**src/rtl/mem_dma_pkg.sv**
```systemverilog
// Shared types and default widths for the mem_dma copy/fill engine.
package mem_dma_pkg;

   localparam int AW_DEF = 16;
   localparam int DW_DEF = 16;

   typedef enum logic [1:0] {
      IDLE  = 2'd0,
      RUN   = 2'd1,
      DRAIN = 2'd2,
      DONE  = 2'd3
   } dma_state_t;

endpackage

```
**src/rtl/mem_dma_if.sv**
```systemverilog
// Single-cycle block-RAM port: the DMA is the master (initiator), the memory is the slave.
interface mem_dma_if #(
   parameter int AW = 16,
   parameter int DW = 16
);

   logic [AW-1:0] mem_raddr;
   logic          mem_re;
   logic [DW-1:0] mem_rdata;
   logic [AW-1:0] mem_waddr;
   logic [DW-1:0] mem_wdata;
   logic          mem_we;

   modport master (
      output mem_raddr,
      output mem_re,
      input  mem_rdata,
      output mem_waddr,
      output mem_wdata,
      output mem_we
   );

   modport slave (
      input  mem_raddr,
      input  mem_re,
      output mem_rdata,
      input  mem_waddr,
      input  mem_wdata,
      input  mem_we
   );

endinterface

```
**src/rtl/mem_dma_agen.sv**
```systemverilog
// Address counter: loads a base address and direction, then steps by +/-1 modulo 2^AW.
module mem_dma_agen
   import mem_dma_pkg::*;
#(
   parameter int AW = AW_DEF
) (
   input  logic          clk,
   input  logic          reset_n,
   input  logic          load,
   input  logic [AW-1:0] load_val,
   input  logic          dec,
   input  logic          step,
   output logic [AW-1:0] addr
);

   logic dec_r;

   // Direction is captured with the base so it stays fixed for the whole command
   always_ff @(posedge clk or negedge reset_n) begin
      if (!reset_n) begin
         addr  <= '0;
         dec_r <= 1'b0;
      end else if (load) begin
         addr  <= load_val;
         dec_r <= dec;
      end else if (step) begin
         addr  <= dec_r ? (addr - AW'(1)) : (addr + AW'(1));
      end
   end

endmodule

```
**src/rtl/mem_dma.sv**
```systemverilog
// Bus-master copy/fill engine: one word per clock, overlap-safe copy direction.
module mem_dma
   import mem_dma_pkg::*;
#(
   parameter int AW = AW_DEF,
   parameter int DW = DW_DEF
) (
   input  logic          clk,
   input  logic          reset_n,
   input  logic          start,
   input  logic          fill,
   input  logic [AW-1:0] src,
   input  logic [AW-1:0] dst,
   input  logic [AW-1:0] count,
   input  logic [DW-1:0] fill_value,
   output logic          busy,
   output logic          done,
   mem_dma_if.master     mem
);

   localparam logic [1:0] ST_IDLE  = IDLE;
   localparam logic [1:0] ST_RUN   = RUN;
   localparam logic [1:0] ST_DRAIN = DRAIN;
   localparam logic [1:0] ST_DONE  = DONE;

   logic [1:0]    state;
   logic          fill_r;
   logic          re_r;
   logic          we_p1;
   logic          busy_r;
   logic          done_r;
   logic [AW-1:0] rem;
   logic [AW-1:0] waddr_p1;
   logic [AW-1:0] raddr;
   logic [AW-1:0] wnext;
   logic [AW-1:0] rd_load_val;
   logic [AW-1:0] wr_load_val;
   logic [DW-1:0] fval_r;
   logic          accept;
   logic          desc;
   logic          last;
   logic          rd_step;
   logic          wr_step;

   assign accept  = (state == ST_IDLE) && start;
   assign desc    = dst > src;
   assign last    = (rem == AW'(1));
   assign rd_step = (state == ST_RUN) && !fill_r;
   assign wr_step = (state == ST_RUN);

   // First read/write addresses; fill pre-advances the write counter because
   // its first write address is issued straight from dst at the accept edge
   always_comb begin
      rd_load_val = src;
      wr_load_val = dst;
      if (fill) begin
         wr_load_val = dst + AW'(1);
      end else if (desc) begin
         rd_load_val = src + count - AW'(1);
         wr_load_val = dst + count - AW'(1);
      end
   end

   mem_dma_agen #(.AW(AW)) u_rd_agen (
      .clk      (clk),
      .reset_n  (reset_n),
      .load     (accept),
      .load_val (rd_load_val),
      .dec      (desc & ~fill),
      .step     (rd_step),
      .addr     (raddr)
   );

   mem_dma_agen #(.AW(AW)) u_wr_agen (
      .clk      (clk),
      .reset_n  (reset_n),
      .load     (accept),
      .load_val (wr_load_val),
      .dec      (desc & ~fill),
      .step     (wr_step),
      .addr     (wnext)
   );

   // Fill pattern is data only, so it is captured without reset
   always_ff @(posedge clk) begin
      if (accept) begin
         fval_r <= fill_value;
      end
   end

   // Control FSM plus the pending-write stage that trails each read by one cycle
   always_ff @(posedge clk or negedge reset_n) begin
      if (!reset_n) begin
         state    <= ST_IDLE;
         fill_r   <= 1'b0;
         rem      <= '0;
         re_r     <= 1'b0;
         we_p1    <= 1'b0;
         waddr_p1 <= '0;
         busy_r   <= 1'b0;
         done_r   <= 1'b0;
      end else begin
         case (state)
            ST_IDLE: begin
               done_r <= 1'b0;
               if (start) begin
                  busy_r <= 1'b1;
                  fill_r <= fill;
                  rem    <= count;
                  if (count == '0) begin
                     done_r <= 1'b1;
                     state  <= ST_DONE;
                  end else if (fill) begin
                     we_p1    <= 1'b1;
                     waddr_p1 <= dst;
                     state    <= ST_RUN;
                  end else begin
                     re_r  <= 1'b1;
                     state <= ST_RUN;
                  end
               end
            end
            ST_RUN: begin
               rem <= rem - AW'(1);
               if (fill_r) begin
                  if (last) begin
                     we_p1  <= 1'b0;
                     done_r <= 1'b1;
                     state  <= ST_DONE;
                  end else begin
                     waddr_p1 <= wnext;
                  end
               end else begin
                  we_p1    <= 1'b1;
                  waddr_p1 <= wnext;
                  if (last) begin
                     re_r  <= 1'b0;
                     state <= ST_DRAIN;
                  end
               end
            end
            ST_DRAIN: begin
               we_p1  <= 1'b0;
               done_r <= 1'b1;
               state  <= ST_DONE;
            end
            default: begin
               done_r <= 1'b0;
               busy_r <= 1'b0;
               state  <= ST_IDLE;
            end
         endcase
      end
   end

   assign busy          = busy_r;
   assign done          = done_r;
   assign mem.mem_re    = re_r;
   assign mem.mem_raddr = raddr;
   assign mem.mem_we    = we_p1;
   assign mem.mem_waddr = waddr_p1;
   assign mem.mem_wdata = we_p1 ? (fill_r ? fval_r : mem.mem_rdata) : '0;

endmodule

```
**src/flat_wrapper.sv**
```systemverilog
// flat-port wrapper written by rule: the top's interface ports become plain ports
module mem_dma_flat import mem_dma_pkg::*;
#(
   parameter int AW = AW_DEF,
   parameter int DW = DW_DEF
)
  (clk, reset_n, start, fill, src, dst, count, fill_value, busy, done, mem_mem_raddr, mem_mem_re, mem_mem_rdata, mem_mem_waddr, mem_mem_wdata, mem_mem_we);
  mem_dma_if #(.AW(AW), .DW(DW)) mem_i ();
  input  logic clk;
  input  logic reset_n;
  input  logic start;
  input  logic fill;
  input  logic [AW-1:0] src;
  input  logic [AW-1:0] dst;
  input  logic [AW-1:0] count;
  input  logic [DW-1:0] fill_value;
  output logic busy;
  output logic done;
  output wire logic [$bits(mem_i.mem_raddr)-1:0] mem_mem_raddr;
  output wire logic [$bits(mem_i.mem_re)-1:0] mem_mem_re;
  input wire logic [$bits(mem_i.mem_rdata)-1:0] mem_mem_rdata;
  output wire logic [$bits(mem_i.mem_waddr)-1:0] mem_mem_waddr;
  output wire logic [$bits(mem_i.mem_wdata)-1:0] mem_mem_wdata;
  output wire logic [$bits(mem_i.mem_we)-1:0] mem_mem_we;
  assign mem_mem_raddr = mem_i.mem_raddr;
  assign mem_mem_re = mem_i.mem_re;
  assign mem_i.mem_rdata = mem_mem_rdata;
  assign mem_mem_waddr = mem_i.mem_waddr;
  assign mem_mem_wdata = mem_i.mem_wdata;
  assign mem_mem_we = mem_i.mem_we;
  mem_dma #(.AW(AW), .DW(DW)) u_core (.clk(clk), .reset_n(reset_n), .start(start), .fill(fill), .src(src), .dst(dst), .count(count), .fill_value(fill_value), .busy(busy), .done(done), .mem(mem_i));
endmodule
```
**config.mk**
```make
export PLATFORM = sky130hd
export DESIGN_NAME = mem_dma_flat
export DESIGN_NICKNAME = d
export VERILOG_FILES = /design/src/rtl/mem_dma_pkg.sv /design/src/rtl/mem_dma_if.sv /design/src/rtl/mem_dma_agen.sv /design/src/rtl/mem_dma.sv /design/src/flat_wrapper.sv
export SDC_FILE = /design/constraint.sdc
export NUM_CORES = 1
export LEC_CHECK = 0
export CAP_MARGIN = 20
export CORE_UTILIZATION = 51
export CTS_CLUSTER_SIZE = 14
export DETAILED_ROUTE_END_ITERATION = 6
export MAX_ROUTING_LAYER = met4
export PLACE_DENSITY = 0.82
export SLEW_MARGIN = 20
export SYNTH_ARGS = -nofsm -noshare
export SYNTH_HDL_FRONTEND = slang
export SYNTH_SLANG_ARGS = --single-unit
export TNS_END_PERCENT = 20
```
**constraint.sdc**
```tcl
create_clock -name clk -period 2.8 [get_ports clk]
set_input_delay 0.7 -clock clk [delete_from_list [all_inputs] [get_ports clk]]
set_output_delay 0.7 -clock clk [all_outputs]
set_load 0.03 [all_outputs]
```
==> results of run 1 <==
routing by layer:
layer / part of all wire (%) / wire length (microns) / up-vias / GRT usage [%]
li1: - / - / 4543 / -
met1: 37 / 11300 / 4669 / 35.2
met2: 50 / 15200 / 531 / 54.6
met3: 7.6 / 2330 / 156 / 4.35
met4: 5.5 / 1690 / 0 / 15.4
met5: 0 / 0 / - / -
sequential cells by signal, indices dropped and copies added (netlist names):
name / count
u_core.busy: 1
u_core.done: 1
u_core.fill_r: 1
u_core.fval_r: 16
u_core.mem.mem_re: 1
u_core.mem.mem_waddr: 16
u_core.mem.mem_we: 1
u_core.rem: 16
u_core.state: 2
u_core.u_rd_agen.addr: 16
u_core.u_rd_agen.dec_r: 1
u_core.u_wr_agen.addr: 16
logic make-up after synthesis:
group / after synthesis / share of synthesized area, %
and+or+nand+nor: 319 / 17.1
AOI/OAI and AO/OA: 306 / 21.9
buffers and inverters: 180 / 7.68
adders and majority gates: 113 / 16.1
DFF: 88 / 25.4
muxes: 58 / 6.48
xor gates and xnor gates: 55 / 5.37
cells in the mapped netlist (all sizes together) (3+ instances only):
master,number
o211ai,13
nand4,8
a22oi,3
nor2,89
or3,10
a221oi,4
ha,109
dfrtp,72
fa,4
a22o,4
o21bai,7
inv,133
a21oi,92
a211oi,22
mux2i,57
and3,9
a31oi,12
and2,3
nand3,43
o31ai,8
a21o,16
a311oi,3
clkbuf,31
o22ai,10
xnor2,39
o41ai,3
buf,15
o21ai,68
nor4,11
o221ai,4
xor2,16
a21boi,4
nand2,72
nor2b,27
nor3,32
edfxtp,16
nand2b,6
a211o,3
nor3b,3
o21a,16
o2111ai,3
final cells by class:
cell class              count  area share (%)
clock buffers               9            1.77
clock inverters             7           0.795
inverters                 133            4.24
multi-input cells         851            51.5
flip-flops and latches     88            17.9
well taps                 225            2.21
repair buffers            314            21.6
cell usage in the layout, fill, tap and decap left out, types with 10 or more instances in the layout:
master,count
buf_4,171
inv_2,22
nor2_1,85
ha_4,19
dlygate4sd2_1,15
nand3_1,41
inv_1,105
clkbuf_16,10
o21ai_0,55
edfxtp_1,16
xnor2_1,39
o22ai_1,10
nor3_1,25
nor2b_1,23
a21oi_2,13
a21o_1,16
a211oi_1,13
o21ai_1,10
o211ai_1,13
a31oi_1,10
a21oi_1,79
xor2_1,16
clkdlybuf4s50_1,90
o21a_1,16
dfrtp_1,71
nand2_1,71
ha_1,87
mux2i_1,56
final timing paths:
kind                                          start                   endpoint  slack, ns
setup / recovery                             dst[7]  u_core.u_wr_agen.addr[15]      -0.21
hold / removal                              reset_n                u_core.busy       0.28
setup reg to reg             u_core.u_rd_agen.dec_r  u_core.u_wr_agen.addr[15]      -0.03
hold reg to reg            u_core.mem.mem_waddr[15]   u_core.mem.mem_waddr[15]       0.53
max in group asynchronous                   reset_n   u_core.u_wr_agen.addr[0]       1.93
min in group clk           u_core.mem.mem_waddr[15]   u_core.mem.mem_waddr[15]       0.53
metrics by stage:
stage / setup slack, ns / cell area [sq um] / TNS (ns) / instances
5_1_grt: -0.340 / 12700 / -3.23 / 1627
3_3_place_gp: -0.874 / 11800 / -24.57 / 1584
3_5_place_dp: -0.967 / 11800 / -24.42 / 1585
6_report: -0.212 / 12700 / -1.18 / 1627
2_1_floorplan: -0.0838 / 9170 / -0.370 / 1119
4_1_cts: -0.0836 / 12400 / -0.314 / 1615
repair_timing:
item	4_1_cts	5_1_grt
pin swaps	43	39
gates cloned	1	1
buffers inserted	13	15
gates resized for setup	136	77
endpoints found under the setup margin	34	41
report_power, final:
group	switching [uW]	internal, uW	total, uW
Clock	577	791	1370
Sequential	570	1910	2480
Combinational	4600	3580	8180
==> results_dict.tcl, run 1 <==
set metrics [dict create \
    floorplan.initialDensity_pct 52.1 \
    fin_crit_ns 3.01 \
    dp_hpwl_mm 20.6 \
    synth_nets 1316 \
    fill_cells 1141 \
    hold_ws_ns 0.276 \
    drive_above_1_share_pct 24.2 \
    synth.area.top_cells "dfrtp_1 20%, ha_1 15%, mux2i_1 6.4%" \
    synth_area_leader_cell "dfrtp_1" \
    cp_slowest_cell "ha_1" \
    path_cells "clkdlybuf4s15_1, inv_1, ha_1, inv_1, ha_1, nand2_1, a21o_1, a21oi_2, nor3b_2, or3_4, nand4_1, nor3b_2, o21ai_1" \
    vias 9899 \
    crit_family "simple AND/OR/NAND/NOR gates" \
    drt_pass1_iterations 6 \
    slowest_delay_ns 0.39 \
    tightest_slew_ns 0.905 \
    critPathRequiredTime_ns 3.04 \
    rows 48 \
    antenna_found_initial 0 \
    synth_warnings 0 \
    syn_inst 1119 \
    slew_viol_final 0 \
    clkTransAtPathRegs_ns 0.07 \
    ys_seq_elements 88 \
    power_density_mw_per_mm2 944 \
    numCtsBuffers 9 \
    async_flop_share_pct 81.8 \
    synth.top_cell.area_share_pct 20.1 \
    area_delta_synth_final_pct 42.0 \
    timing.fmax_ghz 0.332 \
    drc_errors 0 \
    h-tree-depth 3 \
    multi_input_area_sq_mm 0.00656 \
    syn-cell-area_sq_mm 0.00898 \
    vdd_drop_max_mv 0.743 \
    layout.nets 1594 \
    leakage_uw 0.00575 \
    reg2regPathDepth 12 \
    violations "setup timing" \
    viasPerCell 6.08 \
    gp_congestion 0.938 \
    ant_nets 0 \
    yosysUniqueCellTypes 70 \
    cts_root_buffer "clkbuf_16" \
    path_buf_inv 3 \
    slew_headroom_pct 39.7 \
    maxCapViolations 0 \
    clock_latency_ns 0.37 \
    grt_use_total_pct 31.4 \
    grt_pass1_vias 9271 \
    ff_latch_area_sq_mm 0.00228 \
    critPathKind "input pin to flop" \
    worstPathArrival_ns 3.25 \
    cp-end-kind "flop" \
    synth_edf_count 16 \
    grt_max_degree 72 \
    rsz0062_at_grt "yes" \
    die_h_microns 135 \
    cp.depth 13 \
    cts_sinks 88 \
    io_buffers 135 \
    hp-class "input pin to async pin" \
    power_uw 12000 \
    cp_max_fo 6 \
    setup_ws_ns -0.212 \
    coreArea_sq_mm 0.0172 \
    wl_per_cell_microns 18.8 \
    worst_clock_skew_ns 0.00570 \
    start_kind "input pin" \
    tritoncts "built" \
    seq_area_frac_synth_pct 25.4 \
    grt_pass1_wl_mm 43.7 \
    cts_hold_buffers 0 \
    clockBufferDepth 2 \
    final_hold_viol_count 0 \
    setup_viol 16 \
    grt_overflow 0 \
    routed_wl_mm 30.5 \
    drt_iter0_drc 1030 \
    dieArea_sq_mm 0.0181 \
    yosys_most_used_dff "dfrtp_1" \
    outcome "finished with violations" \
    antenna_cells 0 \
    die_x_microns 135 \
    synth.avg_cell_area_sq_um 8.02 \
    final_core_util_pct 74.0 \
    period_share_pct 108 \
    pin_count 136 \
]
Note: power is estimated with default switching activity, not from simulation.
==> inputs of run 2 (changes only) <==
GPL_ROUTABILITY_DRIVEN = 0   (was unset)
REMOVE_ABC_BUFFERS = 1   (was unset)
==> results_dict.tcl, run 2 (same netlist as run 1, synthesis figures left out) <==
set metrics [dict create \
    outcome "finished with violations" \
    violations "DRC, setup timing" \
    cts_hold_buffers 0 \
    grt_use_total_pct 35.1 \
    critPathKind "input pin to flop" \
    slew_headroom_pct 62.7 \
    viasPerCell 6.09 \
    gr-usage-met2_pct 57.4 \
    antenna_found_initial 0 \
    grt_max_degree 73 \
    r2r_slack_ns -0.09 \
    final_hold_viol_count 0 \
    stdcell_count 1624 \
    fill_cells 1181 \
    leakage_uw 0.00575 \
    reg2regPathDepth 11 \
    mostFrequentLayoutCells "166 x buf_4, 93 x clkdlybuf4s50_1, 90 x inv_1" \
    drt_pass1_iterations 7 \
    die_x_microns 135 \
    period_share_pct 105 \
    tritoncts "built" \
    hp-class "input pin to async pin" \
    cp-end-kind "flop" \
    coreArea_sq_mm 0.0172 \
    io_buffers 135 \
    vias 9898 \
    ff_latch_area_sq_mm 0.00228 \
    timing.rr.end "u_core.u_rd_agen.addr[15]" \
    worstPathArrival_ns 3.17 \
    dp_hpwl_mm 20.9 \
    layout.nets 1591 \
    routed_wl_mm 31.4 \
    drt_iter0_drc 990 \
    grt-busiest-layer "met2" \
    clkTransAtPathRegs_ns 0.07 \
    fin_crit_ns 2.95 \
    rows 48 \
    cts_root_buffer "clkbuf_16" \
    gr-usage-met1_pct 41.1 \
    reg2reg_from "u_core.u_rd_agen.dec_r" \
    final_common_cell "buf_4" \
    worst_clock_skew_ns 0.00609 \
    numCtsBuffers 9 \
    timing.fmax_ghz 0.339 \
    grt_pass1_wl_mm 48.4 \
    setup_viol 14 \
    rsz0062_at_grt "yes" \
    antenna_cells 0 \
    clockBufferDepth 2 \
    cts_sinks 88 \
    wl_per_cell_microns 19.3 \
    hold_ws_ns 0.349 \
    cp_max_fo 12 \
    area_delta_synth_final_pct 42.5 \
    power_density_mw_per_mm2 962 \
    setup_ws_ns -0.150 \
    slew_viol_final 0 \
    start_kind "input pin" \
    drive_above_1_share_pct 24.9 \
    critPathRequiredTime_ns 3.02 \
    dp.cells 1594 \
    multi_input_area_sq_mm 0.00665 \
    tightest_slew_ns 0.558 \
    die_h_microns 135 \
    floorplan.initialDensity_pct 52.1 \
    met3_usage_pct 5.48 \
    h-tree-depth 3 \
    grt_overflow 0 \
    pin_count 136 \
    drc_errors 1 \
    vdd_drop_max_mv 0.901 \
    dieArea_sq_mm 0.0181 \
    clock_latency_ns 0.37 \
    ant_nets 0 \
    grt_pass1_vias 9773 \
    maxCapViolations 0 \
]
[run 2: cell count changes in the layout (fill, tap and decap cells not counted), moves of 4 or more]
| cell | delta |
|---|---|
| buf_4 | -5 |
| dlygate4sd2_1 | +6 |
| ha_4 | +4 |
| inv_1 | -15 |
| inv_8 | +4 |
| inv_2 | +15 |
| clkdlybuf4s15_1 | -4 |
[run 2: timing repair]
| action | CTS | global route |
|---|---|---|
| gates resized for setup | 193 | 58 |
| cloned | 2 | 0 |
| setup endpoints to repair | 33 | 33 |
| pin swaps | 51 | 34 |
| buffers inserted | 7 | 5 |
[run 2: metal layers]
| metal | wire (microns) | vias up |
|---|---|---|
| met5 | 0 | - |
| met4 | 1830 | 0 |
| met3 | 2270 | 143 |
| met2 | 15100 | 539 |
| met1 | 12200 | 4686 |
| li1 | - | 4530 |
[run 2: metrics by stage]
| step | utilization (%) | setup slack (ns) | total power, uW | instance area (sq um) | TNS [ns] |
|---|---|---|---|---|---|
| global placement | 68.0 | -1.06 | 9920 | 11700 | -21.94 |
| detailed placement | 68.0 | -1.12 | 10200 | 11700 | -23.57 |
| floorplan | - | -2.47 | 7450 | 8790 | -78.51 |
| CTS | 73.1 | -0.0329 | 11800 | 12600 | -0.117 |
| finish | 74.2 | -0.150 | 12300 | 12800 | -0.988 |
| global route | 74.2 | -0.270 | 13100 | 12800 | -3.02 |
[run 2: how the worst max path moves through the flow]
stage | from | end | slack [ns] | cells after the start
floorplan | u_core.state[1] | u_core.mem.mem_waddr[0] | -2.47 | 5
global placement | count[1] | u_core.u_rd_agen.addr[15] | -1.06 | 16
detailed placement | count[1] | u_core.u_rd_agen.addr[15] | -1.12 | 16
CTS | count[1] | u_core.u_wr_agen.addr[15] | -0.03 | 17
global route | count[1] | u_core.u_rd_agen.addr[15] | -0.27 | 17
finish | dst[5] | u_core.u_rd_agen.addr[0] | -0.15 | 13
[run 2: layout make-up]
type / count / area share [%]
multi-input cells: 851 / 52.0
repair buffers: 311 / 21.6
flip-flops and latches: 88 / 17.8
inverters: 133 / 4.08
well taps: 225 / 2.20
clock buffers: 9 / 1.76
clock inverters: 7 / 0.557
[run 2: worst max-delay path, cell delays in order]
cell and delay (ns):
clkdlybuf4s15_1 0.22, buf_4 0.19, ha_4 0.27, a21o_1 0.10, a21o_1 0.13, a211oi_2 0.07
o31a_1 0.28, a31oi_4 0.26, nand2b_4 0.12, bufbuf_16 0.30, buf_4 0.16, a211oi_4 0.23
a21oi_1 0.11
[run 2: power breakdown]
part,internal [uW],switching [uW],total [uW]
Sequential,1910,571,2480
Clock,633,636,1270
Combinational,3750,4810,8560
Total,6290,6010,12300
==> inputs of run 3 (changes only) <==
CAP_MARGIN = 30   (was 20)
PLACE_DENSITY = 0.8   (was 0.82)
==> results_dict.tcl, run 3 (same netlist as run 1, synthesis figures left out) <==
set metrics [dict create \
    outcome "finished with violations" \
    violations "DRC, setup timing" \
    rows 48 \
    slowest_delay_ns 0.37 \
    area_delta_synth_final_pct 47.0 \
    reg2regPathDepth 13 \
    cts_sinks 88 \
    crit_path_frequent_cell "inv_2" \
    h-tree-depth 3 \
    drc_errors 1 \
    leakage_uw 0.00593 \
    drt_iter0_drc 1427 \
    path_buf_inv 4 \
    layout.nets 1624 \
    tritoncts "built" \
    setup_viol 21 \
    cts_hold_buffers 0 \
    power_uw 12800 \
    ant_nets 0 \
    cp-end-kind "flop" \
    io_buffers 135 \
    slew_viol_final 0 \
    crit_start "count[0]" \
    viasPerCell 6.26 \
    timing.fmax_ghz 0.325 \
    numCtsBuffers 9 \
    pin_count 136 \
    cp_slowest_cell "fa_2" \
    dieArea_sq_mm 0.0181 \
    final_hold_viol_count 0 \
    maxCapViolations 0 \
    dp_hpwl_mm 21.2 \
    routed_wl_mm 35.3 \
    grt_pass1_wl_mm 48.2 \
    tightest_slew_ns 0.539 \
    reg2reg_from "u_core.u_rd_agen.dec_r" \
    coreArea_sq_mm 0.0172 \
    grt_pass1_vias 9755 \
    crit_family "compound AO/OA/AOI/OAI gates" \
    grt_overflow 0 \
    dp_slack_ns -1.17 \
    hp-class "input pin to async pin" \
    critPathRequiredTime_ns 3.04 \
    timing.rr.end "u_core.u_rd_agen.addr[15]" \
    r2r_slack_ns -0.08 \
    slew_headroom_pct 64.0 \
    cp_max_fo 3 \
    floorplan.initialDensity_pct 52.1 \
    rsz0062_at_grt "yes" \
    path_cells "buf_2, inv_4, ha_2, inv_2, ha_4, inv_2, fa_2, nor2b_4, o31ai_4, a21o_1, a21oi_2, nor3b_4, o21ai_0, a31oi_1, nor3b_2, o21ai_1" \
    die_h_microns 135 \
    vdd_drop_max_mv 0.889 \
    worstPathArrival_ns 3.32 \
    period_share_pct 110 \
    clockBufferDepth 2 \
    grt_use_total_pct 35.0 \
    wl_per_cell_microns 21.3 \
    clock_latency_ns 0.37 \
    vias 10380 \
    setup_ws_ns -0.279 \
    drive_above_1_share_pct 28.4 \
    die_x_microns 135 \
    power_density_mw_per_mm2 969 \
    critPathKind "input pin to flop" \
    grt_max_degree 73 \
    worst_clock_skew_ns 0.0109 \
    final_common_cell "buf_4" \
    drt_pass1_iterations 7 \
    fin_crit_ns 3.08 \
    antenna_found_initial 1 \
    start_kind "input pin" \
    mostFrequentLayoutCells "195 x buf_4, 93 x inv_1, 90 x clkdlybuf4s50_1" \
    clkTransAtPathRegs_ns 0.07 \
    cts_root_buffer "clkbuf_16" \
]
run 3: worst max-delay path by stage:
stage          slack [ns]                   endpoint  cells after the start
2_1_floorplan       -2.47    u_core.mem.mem_waddr[0]                      5
3_3_place_gp        -1.05  u_core.u_rd_agen.addr[15]                     16
3_5_place_dp        -1.17  u_core.u_rd_agen.addr[15]                     16
4_1_cts             -0.05  u_core.u_rd_agen.addr[15]                     12
5_1_grt             -0.43  u_core.u_wr_agen.addr[14]                     15
6_report            -0.28  u_core.u_wr_agen.addr[15]                     16
run 3: layout make-up:
class / count / area (sq um)
Antenna cell: 1 / 2.50
Clock buffer: 9 / 225
Clock inverter: 7 / 70.1
Fill cell: 1071 / 4040
Inverter: 133 / 529
Multi-Input combinational cell: 851 / 6780
Sequential cell: 88 / 2280
Tap cell: 225 / 282
Timing Repair Buffer: 344 / 3030
run 3: routing by layer:
metal  up-vias  global-route usage [%]  part of all wire (%)
met3       228                    4.39                   9.0
li1       4600                       -                     -
met2       691                    56.8                    47
met5         -                       -                     0
met1      4861                    40.7                    36
met4         0                    23.3                   8.1
run 3: where the power goes:
| group | internal, uW | leakage (uW) | switching, uW |
|---|---|---|---|
| clock | 633 | 0.000144 | 640 |
| combinational | 4040 | 0.00481 | 4980 |
| sequential | 1910 | 0.000971 | 584 |
run 3: per-stage QoR:
stage | util (%) | hold WS, ns | TNS (ns) | instances | instance area, sq um
4_1_cts | 73.9 | 0.371 | -0.180 | 1642 | 12700
2_1_floorplan | - | 0.404 | -78.51 | 1072 | 8790
3_5_place_dp | 68.7 | 0.513 | -26.58 | 1610 | 11800
6_report | 76.6 | 0.353 | -1.87 | 1658 | 13200
5_1_grt | 76.6 | 0.392 | -4.86 | 1658 | 13200
3_3_place_gp | 68.7 | 0.495 | -22.29 | 1610 | 11800
run 3: timing repair:
| action | in CTS | in global routing |
|---|---|---|
| endpoints found under the setup margin | 32 | 34 |
| resized for setup | 196 | 112 |
| setup buffers | 15 | 15 |
| gates cloned | 1 | 0 |
| pin swaps | 50 | 54 |
